==> config.mk <==
export PLATFORM = sky130hd
export DESIGN_NAME = ysyx_23060332_ifu
export DESIGN_NICKNAME = d
export VERILOG_FILES = /design/src/rtl/ysyx_23060332_ifu.sv
export SDC_FILE = /design/constraint.sdc
export NUM_CORES = 1
export LEC_CHECK = 0
export BUFFER_PORTS_ARGS = -buffer_cell sky130_fd_sc_hd__buf_2
export CORE_MARGIN = 4
export CORE_UTILIZATION = 35
export CTS_CLUSTER_DIAMETER = 60
export DETAILED_ROUTE_END_ITERATION = 8
export HOLD_SLACK_MARGIN = 0.05
export PLACE_DENSITY = 0.74
export SLEW_MARGIN = 40
export SYNTH_ARGS = -nofsm -noshare
export SYNTH_HDL_FRONTEND = slang
export SYNTH_SLANG_ARGS = --single-unit
export TNS_END_PERCENT = 20
==> constraint.sdc <==
create_clock -name clk -period 7.4 [get_ports clk]
set_clock_uncertainty 0.05 [all_clocks]
set_input_delay 1.48 -clock clk [delete_from_list [all_inputs] [get_ports clk]]
set_output_delay 1.48 -clock clk [all_outputs]
set_load 0.05 [all_outputs]
==> src/rtl/ysyx_23060332_ifu.sv <==
// ysyx_23060332_ifu: instruction fetch unit with request/grant/response memory port and valid/ready decode handoff
// Ports:
//   clk, rst                  clock, asynchronous active-high reset
//   pc_i/pc_valid_i/pc_ready_o fetch address handshake from the PC stage
//   flush_i                   redirect; kills the in-flight fetch
//   mem_req_o/mem_addr_o/mem_gnt_i             memory request channel
//   mem_rvalid_i/mem_rdata_i/mem_err_i         memory response channel
//   inst_valid_o/inst_ready_i/inst_o/inst_addr_o/inst_fault_o  decode handoff
module ysyx_23060332_ifu #(
  parameter int ADDR_W = 32,
  parameter int INST_W = 32,
  parameter int TIMEOUT = 255,
  parameter logic [INST_W-1:0] NOP_INST = 32'h00000013
) (
  input  logic              clk,
  input  logic              rst,
  input  logic [ADDR_W-1:0] pc_i,
  input  logic              pc_valid_i,
  output logic              pc_ready_o,
  input  logic              flush_i,
  output logic              mem_req_o,
  output logic [ADDR_W-1:0] mem_addr_o,
  input  logic              mem_gnt_i,
  input  logic              mem_rvalid_i,
  input  logic [INST_W-1:0] mem_rdata_i,
  input  logic              mem_err_i,
  output logic              inst_valid_o,
  input  logic              inst_ready_i,
  output logic [INST_W-1:0] inst_o,
  output logic [ADDR_W-1:0] inst_addr_o,
  output logic              inst_fault_o
);
  typedef enum logic [1:0] {IDLE, REQ, WAIT, HOLD} state_t;
  localparam logic [7:0] CNT_LAST = 8'(TIMEOUT - 1);
  state_t            state_q;
  logic              drop_q;
  logic [7:0]        cnt_q;
  logic [ADDR_W-1:0] addr_q;
  logic [INST_W-1:0] inst_q;
  logic              fault_q;
  logic              wait_done;
  // the transaction ends on a response or on the last allowed wait cycle
  assign wait_done    = mem_rvalid_i || cnt_q == CNT_LAST;
  assign pc_ready_o   = state_q == IDLE;
  assign mem_req_o    = state_q == REQ;
  assign mem_addr_o   = addr_q;
  assign inst_valid_o = state_q == HOLD;
  assign inst_o       = inst_q;
  assign inst_addr_o  = addr_q;
  assign inst_fault_o = fault_q;
  always_ff @(posedge clk or posedge rst) begin
    if (rst) begin
      state_q <= IDLE;
      drop_q  <= 1'b0;
      cnt_q   <= '0;
      addr_q  <= '0;
      inst_q  <= '0;
      fault_q <= 1'b0;
    end else begin
      case (state_q)
        IDLE: if (pc_valid_i && !flush_i) begin
          addr_q <= pc_i;
          if (|pc_i[1:0]) begin
            state_q <= HOLD;
            fault_q <= 1'b1;
            inst_q  <= NOP_INST;
          end else state_q <= REQ;
        end
        REQ: if (mem_gnt_i) begin
          state_q <= WAIT;
          cnt_q   <= '0;
          drop_q  <= flush_i;
        end else if (flush_i) state_q <= IDLE;
        WAIT: begin
          cnt_q <= cnt_q + 8'd1;
          if (wait_done) begin
            // a flush in the completing cycle drops the result just like an earlier one
            state_q <= (drop_q || flush_i) ? IDLE : HOLD;
            drop_q  <= 1'b0;
            fault_q <= !mem_rvalid_i || mem_err_i;
            inst_q  <= (mem_rvalid_i && !mem_err_i) ? mem_rdata_i : NOP_INST;
          end else drop_q <= drop_q || flush_i;
        end
        default: if (flush_i || inst_ready_i) state_q <= IDLE;
      endcase
    end
  end
endmodule

==> flow_summary_export.csv, run 1 <==
group,metric,value,unit
status,status,"finished clean",
worst_setup_path,r2r_setup_slack,5.14,ns
routing,dr.pass1.iters,4,
die,coreArea,8891,um^2
worst_setup_path,cp_data_arrival_time,1.42,ns
worst_setup_path,cp_num_buf_inv,1,
worst_setup_path,reg2regPathDepth,6,
timing,grt_setup_unrepaired,"no",
yosys,avgSynthCellArea,12.86,um^2
die,die_h,104.4,um
yosys,synth_nets,327,
clocking,root_buffer,"clkbuf_8",
hold_path,holdPathEnd,"cnt_q[7]",
yosys,ys_async_sr_fraction,100.0,%
worst_setup_path,worst_path_largest_cell_delay,0.53,ns
worst_setup_path,cp.required,5.87,ns
worst_setup_path,worstSetupStartpointType,"register",
global_route,antenna_found_initial,0,
routing,vias,2439,
clocking,cts_tree,"done",
placed_design,dpl.hpwl,5.784,mm
timing,period_minus_slack,2.951,ns
clocking,numCtsBuffers,9,
yosys,synthTopCellsByCount,"dfrtp_1, buf_4, a22o_1",
yosys,synth_ff_type,"dfrtp_1",
worst_setup_path,r2r_start,"cnt_q[0]",
timing,max_freq,338.9,MHz
worst_setup_path,critPathCaptureType,"output port",
worst_setup_path,worstSetupPathType,"register to output port",
worst_setup_path,reg2reg_to,"inst_o[23]",
worst_setup_path,slowest_stage,"dfrtp_1",
global_route,grt_max_degree,77,
layout,area_delta_synth_final,29.57,%
global_route,grt-ovfl-total,0,
timing,slew_headroom,54.10,%
hold_path,hold_path.class,"register to register",
die,die_w,104.4,um
layout,fin_nets,468,
timing,timing.final.hold_violations,0,
yosys,yosys.area.top_type_share,58.44,%
timing,fin_crit_sh,39.87,%
timing,worst_slew_pin_slew,0.6885,ns
routing,viasPerCell,4.811,
global_route,grt_pass1_wl,12.68,mm
clocking,numClockSinks,76,
routing,first_iter_violations,96,
timing,setup_viol,0,
yosys,netlist_area,3254,um^2
flow_run,max_cap_viol_count,0,
die,io-pin-count,172,
die,rows,34,
routing,wl,7.670,mm
die,dieArea,10900,um^2
routing,post_drt_wl_per_cell,15.13,um
routing,drc,0,
hold_path,holdPathStages,1,
yosys,yosys.area.top_type,"dfrtp_1",
layout,diodes,0,
worst_setup_path,crit_chain,"nor2b_1 > buf_2",
clocking,clock_latency,0.34,ns
yosys,synth.distinct_cells,34,
clocking,postCtsSetupBuffers,0,
die,start_util,36.60,%
clocking,htree_levels,3,
yosys,synth-edff-count,0,
timing,final_max_slew_viol_count,0,
worst_setup_path,cp_top_family,"flip-flops",
clocking,clk_pin_slew,0.08,ns
placed_design,port_buffers,171,
global_route,grt_pass1_vias,2493,
layout,drive_above_1_share,55.64,%
yosys,ys_ff_latch,76,
timing,tns,0,ns
hold_path,hold_start,"cnt_q[7]",
yosys,yosysSeqAreaShare,58.44,%
yosys,synthTopCellsByArea,"dfrtp_1, mux2_2, a22o_1, buf_4, mux2_1",
clocking,hold_buffers,0,
global_route,grtUsageTotal,14.23,%
clocking,clockBufferDepth,2,
yosys,netlist_instances,253,
routing,ant_nets,0,
yosys,ys.warnings.count,0,
clocking,cts-resized-gates,0,
yosys,synth_most_common_cell,"dfrtp_1",
placed_design,gp_congestion,0.8242,
worst_setup_path,cp_max_fo,10,
==> cell families (layout without fill, tap and decap cells) <==
logic type	count (synthesis)	after routing	share of synthesized area, %
compound gates	53	53	12.38
xor+xnor	1	1	0.2692
fa+ha+maj	2	2	0.7688
buf+inv	52	198	10.53
flops	76	76	58.44
mux	35	35	12.07
simple gates	34	34	5.537
==> cells in the final DEF (no fill, tap or decap) <==
master,count
nor2_1,5
bufinv_16,3
o211ai_1,2
o21a_1,1
buf_2,171
or3_1,1
and2_1,1
mux2i_1,1
nand2_1,8
nor3_1,2
xor2_1,1
buf_6,1
o31ai_1,2
nor2b_1,2
dfrtp_1,76
nand3b_1,1
a211oi_1,2
or3b_2,1
nand2b_1,3
nor3b_1,1
o211a_1,1
o21bai_1,1
inv_1,7
mux2_2,26
a21oi_1,5
clkinv_4,2
inv_2,1
o41ai_1,1
clkinvlp_4,1
or2_2,1
clkbuf_8,9
nand3_1,5
a22o_1,29
nor3_2,2
nand4_2,1
ha_1,2
mux2_1,8
inv_6,1
buf_4,2
o21ai_0,9
==> layer usage <==
metal / vias up / routed length (um) / global-route usage (%)
met5: - / 0 / 0
met4: 0 / 121 / 5.603
met3: 13 / 402 / 2.980
met2: 91 / 4014 / 25.00
met1: 1185 / 3132 / 16.94
li1: 1150 / - / -
==> how the worst max path moves through the flow <==
stage / slack (ns) / endpoint / start / depth (start not counted)
final: 4.45 / mem_req_o / state_q[0] / 2
after global routing: 4.34 / mem_req_o / state_q[0] / 2
after CTS: 4.41 / mem_req_o / state_q[0] / 2
after detailed placement: 4.14 / inst_o[23] / flush_i / 5
after global placement: 4.09 / inst_o[26] / flush_i / 5
after floorplan: 3.93 / cnt_q[0] / rst / 1
==> flip-flops by register name, summed over array words and instances, names as in the netlist <==
register and cells:
cnt_q 8, drop_q 1, inst_addr_o 32, inst_fault_o 1
inst_o 32, state_q 2
==> through the flow <==
stage               setup slack, ns  cell area (um^2)  util (%)  hold slack (ns)  cells
finish                        4.449              4217     47.42           0.4278    507
global route                  4.342              4217     47.42           0.4576    507
CTS                           4.407              4217     47.42           0.4309    507
detailed placement            4.136              3969     44.64           0.4200    491
global placement              4.092              3965     44.60           0.4174    491
floorplan                     3.932              3254         -           0.3946    253
==> layout make-up <==
type / count / area (um^2)
Fill cell: 820 / 4674
Sequential cell: 76 / 1902
Multi-Input combinational cell: 125 / 1020
Timing Repair Buffer: 174 / 882.1
Tap cell: 108 / 135.1
Clock buffer: 9 / 123.9
Clock inverter: 7 / 123.9
Inverter: 8 / 30.03
Power of run 1 is not shown: default switching activity piles up to over one toggle a cycle in this logic, so the estimate is an artifact.
==> run 2: changes to the inputs <==
--- a/config.mk
+++ b/config.mk
@@ -11,7 +11,7 @@
 export CTS_CLUSTER_DIAMETER = 60
 export DETAILED_ROUTE_END_ITERATION = 8
 export HOLD_SLACK_MARGIN = 0.05
-export PLACE_DENSITY = 0.74
+export PLACE_DENSITY = 0.76
 export SLEW_MARGIN = 40
 export SYNTH_ARGS = -nofsm -noshare
 export SYNTH_HDL_FRONTEND = slang
==> constraint.sdc (replaced) <==
create_clock -name clk -period 2.5 [get_ports clk]
set_clock_uncertainty 0.05 [all_clocks]
set_input_delay 0.5 -clock clk [delete_from_list [all_inputs] [get_ports clk]]
set_output_delay 0.5 -clock clk [all_outputs]
set_load 0.05 [all_outputs]
==> flow_summary_export.csv, run 2 (same netlist as run 1, synthesis figures left out) <==
group,metric,value,unit
clocking,numClockSinks,76,
worst_setup_path,reg2reg_to,"inst_o[20]",
layout,final_cell_mix,"buf_2, dfrtp_1, a22o_1, mux2_2",
worst_setup_path,cp_max_fo,33,
layout,final_common_cell,"buf_2",
placed_design,port_buffers,171,
clocking,postCtsSetupBuffers,0,
die,start_util,36.60,%
timing,final_max_slew_viol_count,0,
placed_design,gp_congestion,0.8176,
timing,fin_crit_sh,82.32,%
global_route,grt-ovfl-total,0,
worst_setup_path,r2r_start,"cnt_q[0]",
layout,fillers,835,
die,die_h,104.4,um
placed_design,dpl.hpwl,5.806,mm
flow_run,max_cap_viol_count,0,
layout,drive_above_1_share,55.28,%
worst_setup_path,worst_path_largest_cell_delay,0.43,ns
worst_setup_path,r2r_setup_slack,0.44,ns
global_route,grt_pass1_vias,2521,
worst_setup_path,critPathCaptureType,"register",
timing,tns,0,ns
timing,timing.final.hold_violations,0,
layout,fin_util,47.12,%
timing,max_freq,485.9,MHz
die,io-pin-count,172,
worst_setup_path,startpoint,"cnt_q[0]",
routing,wl,7.738,mm
worst_setup_path,worstSetupPathType,"register to register",
timing,slew_headroom,56.85,%
die,rows,34,
timing,grt_setup_unrepaired,"no",
status,status,"finished clean",
global_route,grt_max_degree,41,
layout,fin_nets,469,
layout,area_delta_synth_final,28.72,%
global_route,grtUsageTotal,14.17,%
worst_setup_path,cp.required,2.68,ns
clocking,cts-resized-gates,0,
worst_setup_path,slowest_stage,"dfrtp_1",
routing,dr.pass1.iters,4,
routing,viasPerCell,4.751,
clocking,hold_buffers,0,
layout,diodes,0,
global_route,grt_pass1_wl,12.49,mm
timing,period_minus_slack,2.058,ns
timing,worst_slew_pin_slew,0.6464,ns
clocking,cts_tree,"done",
routing,ant_nets,0,
clocking,clk_pin_slew,0.08,ns
die,dieArea,10900,um^2
worst_setup_path,worstSetupStartpointType,"register",
routing,drc,0,
clocking,htree_levels,3,
worst_setup_path,crit_chain,"inv_1 > ha_1 > nand3_1 > o211a_1 > or3b_1 > buf_4 > a22o_1",
routing,vias,2404,
die,die_w,104.4,um
clocking,numCtsBuffers,9,
routing,first_iter_violations,143,
hold_path,hold_path.class,"input pin to async pin",
worst_setup_path,cp_data_arrival_time,2.24,ns
worst_setup_path,reg2regPathDepth,7,
die,coreArea,8891,um^2
routing,post_drt_wl_per_cell,15.29,um
timing,setup_viol,0,
clocking,clockBufferDepth,2,
clocking,clock_latency,0.34,ns
global_route,antenna_found_initial,0,
clocking,root_buffer,"clkbuf_8",
==> run 2: cell count changes in the layout (fill, tap and decap cells not counted), sizes merged <==
cell / before / now
buf: 174 / 175
inv: 9 / 7
clkinv: 2 / 4
clkinvlp: 1 / 0
bufinv: 3 / 2
==> run 2: worst max-delay path, delay by kind of cell (launching register included) <==
family,cells,cell delay (ns)
flip-flops,1,0.43
AO/OA/AOI/OAI,2,0.53
adder cells (fa/ha/maj),1,0.14
buffers and inverters,2,0.33
AND/OR/NAND/NOR,2,0.47
==> run 2: area by class of cell <==
cell class / instances / area, um^2 / area share [%]
Clock buffer: 9 / 123.9 / 2.957
Clock inverter: 5 / 78.83 / 1.882
Inverter: 8 / 31.28 / 0.7467
Multi-Input combinational cell: 125 / 1020 / 24.34
Sequential cell: 76 / 1902 / 45.40
Tap cell: 108 / 135.1 / 3.226
Timing Repair Buffer: 175 / 898.4 / 21.45
==> run 2: per-stage QoR <==
stage | setup slack [ns] | instance area (um^2) | hold slack, ns | cells
floorplan | 0.01167 | 3254 | 0.3946 | 253
global placement | 0.5011 | 3985 | 0.4236 | 492
detailed placement | 0.4250 | 3985 | 0.4249 | 492
CTS | 0.4318 | 4188 | 0.2662 | 506
global route | 0.3194 | 4189 | 0.2196 | 506
finish | 0.4419 | 4189 | 0.1719 | 506
==> run 2: per-layer routing <==
| metal | wire [um] | GRT usage (%) | vias to the layer above | share of wire, % |
|---|---|---|---|---|
| met1 | 3161 | 15.97 | 1147 | 41 |
| li1 | - | - | 1146 | - |
| met4 | 145 | 6.173 | 0 | 1.9 |
| met3 | 495 | 3.662 | 15 | 6.4 |
| met2 | 3936 | 25.14 | 96 | 51 |
| met5 | 0 | 0 | - | 0 |
==> run 2: worst max-delay path by stage <==
stage	end	slack (ns)
5_1_grt	inst_o[20]	0.32
3_3_place_gp	inst_o[26]	0.50
6_report	inst_o[20]	0.44
2_1_floorplan	cnt_q[0]	0.01
3_5_place_dp	inst_o[20]	0.42
4_1_cts	inst_o[20]	0.43
Power of run 2 is left out for the same reason.
==> run 3: changes to the inputs <==
==> constraint.sdc (replaced) <==
create_clock -name clk -period 1.7 [get_ports clk]
set_clock_uncertainty 0.05 [all_clocks]
set_input_delay 0.34 -clock clk [delete_from_list [all_inputs] [get_ports clk]]
set_output_delay 0.34 -clock clk [all_outputs]
set_load 0.05 [all_outputs]
==> flow_summary_export.csv, run 3 (same netlist as run 1, synthesis figures left out) <==
group,metric,value,unit
status,status,"complete, but fails checks",
status,violations,"setup timing",
layout,final_cell_mix,"buf_2, dfrtp_1, a22o_1, mux2_2, buf_4",
timing,max_freq,546.2,MHz
routing,post_drt_wl_per_cell,15.10,um
layout,fillers,794,
worst_setup_path,worstSetupPathType,"register to register",
worst_setup_path,cp_max_fo,33,
global_route,grtUsageTotal,14.46,%
clocking,clk_pin_slew,0.08,ns
layout,final_common_cell,"buf_2",
die,coreArea,8891,um^2
worst_setup_path,crit_chain,"inv_1 > ha_1 > nand3_1 > o211a_1 > or3b_4 > buf_12 > a22o_1",
worst_setup_path,critPathCaptureType,"register",
layout,drive_above_1_share,58.55,%
layout,fin_nets,485,
layout,seq_area,1903,um^2
timing,worst_slack,-0.1307,ns
routing,first_iter_violations,104,
global_route,grt_pass1_vias,2566,
clocking,clock_latency,0.33,ns
routing,wl,7.895,mm
routing,ant_nets,0,
clocking,numCtsBuffers,9,
worst_setup_path,cp_data_arrival_time,2.01,ns
hold_path,hold_path.class,"input pin to async pin",
worst_setup_path,cp_top_family,"simple AND/OR/NAND/NOR gates",
timing,final_max_slew_viol_count,0,
global_route,grt-ovfl-total,0,
worst_setup_path,r2r_start,"cnt_q[0]",
die,io-pin-count,172,
layout,diodes,0,
timing,worst_slew_pin_slew,0.4057,ns
layout,multi_input_area,1042,um^2
placed_design,dpl.hpwl,5.951,mm
worst_setup_path,worstSetupStartpointType,"register",
clocking,cts_tree,"done",
timing,grt_setup_unrepaired,"yes",
global_route,grt_max_degree,77,
clocking,root_buffer,"clkbuf_8",
routing,dr.pass1.iters,4,
worst_setup_path,slowest_stage,"or3b_4",
clocking,numClockSinks,76,
die,dieArea,10900,um^2
timing,period_minus_slack,1.831,ns
worst_setup_path,cp_num_buf_inv,2,
clocking,htree_levels,3,
flow_run,max_cap_viol_count,0,
placed_design,dp_worst_setup_slack,-0.1550,ns
placed_design,gp_congestion,0.8145,
global_route,grt_pass1_wl,12.73,mm
timing,timing.final.hold_violations,0,
layout,area_delta_synth_final,34.56,%
die,rows,34,
die,die_w,104.4,um
clocking,clockBufferDepth,2,
routing,drc,0,
clocking,postCtsSetupBuffers,0,
placed_design,port_buffers,171,
timing,slew_headroom,72.95,%
die,start_util,36.60,%
worst_setup_path,startpoint,"cnt_q[0]",
worst_setup_path,cp.required,1.87,ns
die,die_h,104.4,um
routing,viasPerCell,4.742,
timing,fin_crit_sh,107.7,%
timing,setup_viol,31,
worst_setup_path,worst_path_largest_cell_delay,0.39,ns
routing,vias,2480,
global_route,antenna_found_initial,1,
==> run 3: cell type report <==
| class | count | share of cell area (%) |
|---|---|---|
| multi-input combinational | 125 | 23.80 |
| inverter | 8 | 0.7714 |
| sequential | 76 | 43.46 |
| clock inverter | 5 | 1.200 |
| tap | 108 | 3.086 |
| timing repair buffer | 191 | 24.54 |
| clock buffer | 10 | 3.143 |
==> run 3: worst register-to-register path, cell delays in order (launching register included) <==
cell     delay, ns
dfrtp_1       0.38
inv_1         0.06
ha_1          0.13
nand3_1       0.07
o211a_1       0.22
or3b_4        0.39
buf_12        0.18
a22o_1        0.25
==> run 3: final timing paths <==
path | to | slack, ns | depth (start not counted)
worst max-delay path | inst_o[28] | -0.13 | 7
worst min-delay path | inst_addr_o[10] | 0.05 | 3
worst max register to register | inst_o[28] | -0.13 | 7
worst min register to register | cnt_q[7] | 0.44 | 1
max in group asynchronous | inst_o[14] | 1.21 | 3
min in group clk | inst_o[27] | 0.16 | 2
==> run 3: timing repair <==
item                       4_1_cts  5_1_grt
resized for setup               10        3
pin swaps                        2        5
hold buffers                     0        0
setup endpoints to repair       37       37
==> run 3: stage by stage <==
stage | setup TNS, ns | util [%] | hold slack (ns) | cell area (um^2) | std cells
after floorplan | -7.549 | - | 0.3946 | 3258 | 253
final | -3.266 | 49.25 | 0.04936 | 4379 | 523
after global placement | -3.308 | 46.64 | 0.4180 | 4146 | 508
after detailed placement | -4.491 | 46.64 | 0.4356 | 4146 | 508
after CTS | -3.616 | 49.14 | 0.06280 | 4369 | 523
after global routing | -5.990 | 49.25 | 0.07311 | 4379 | 523
==> run 3: per-layer routing <==
layer | track usage, % | up-vias | routed length (um)
li1 | - | 1175 | -
met1 | 16.80 | 1195 | 3138
met2 | 25.14 | 98 | 4105
met3 | 5.090 | 10 | 574
met4 | 4.084 | 2 | 63
met5 | 0 | - | 13
Power of run 3 is left out for the same reason.
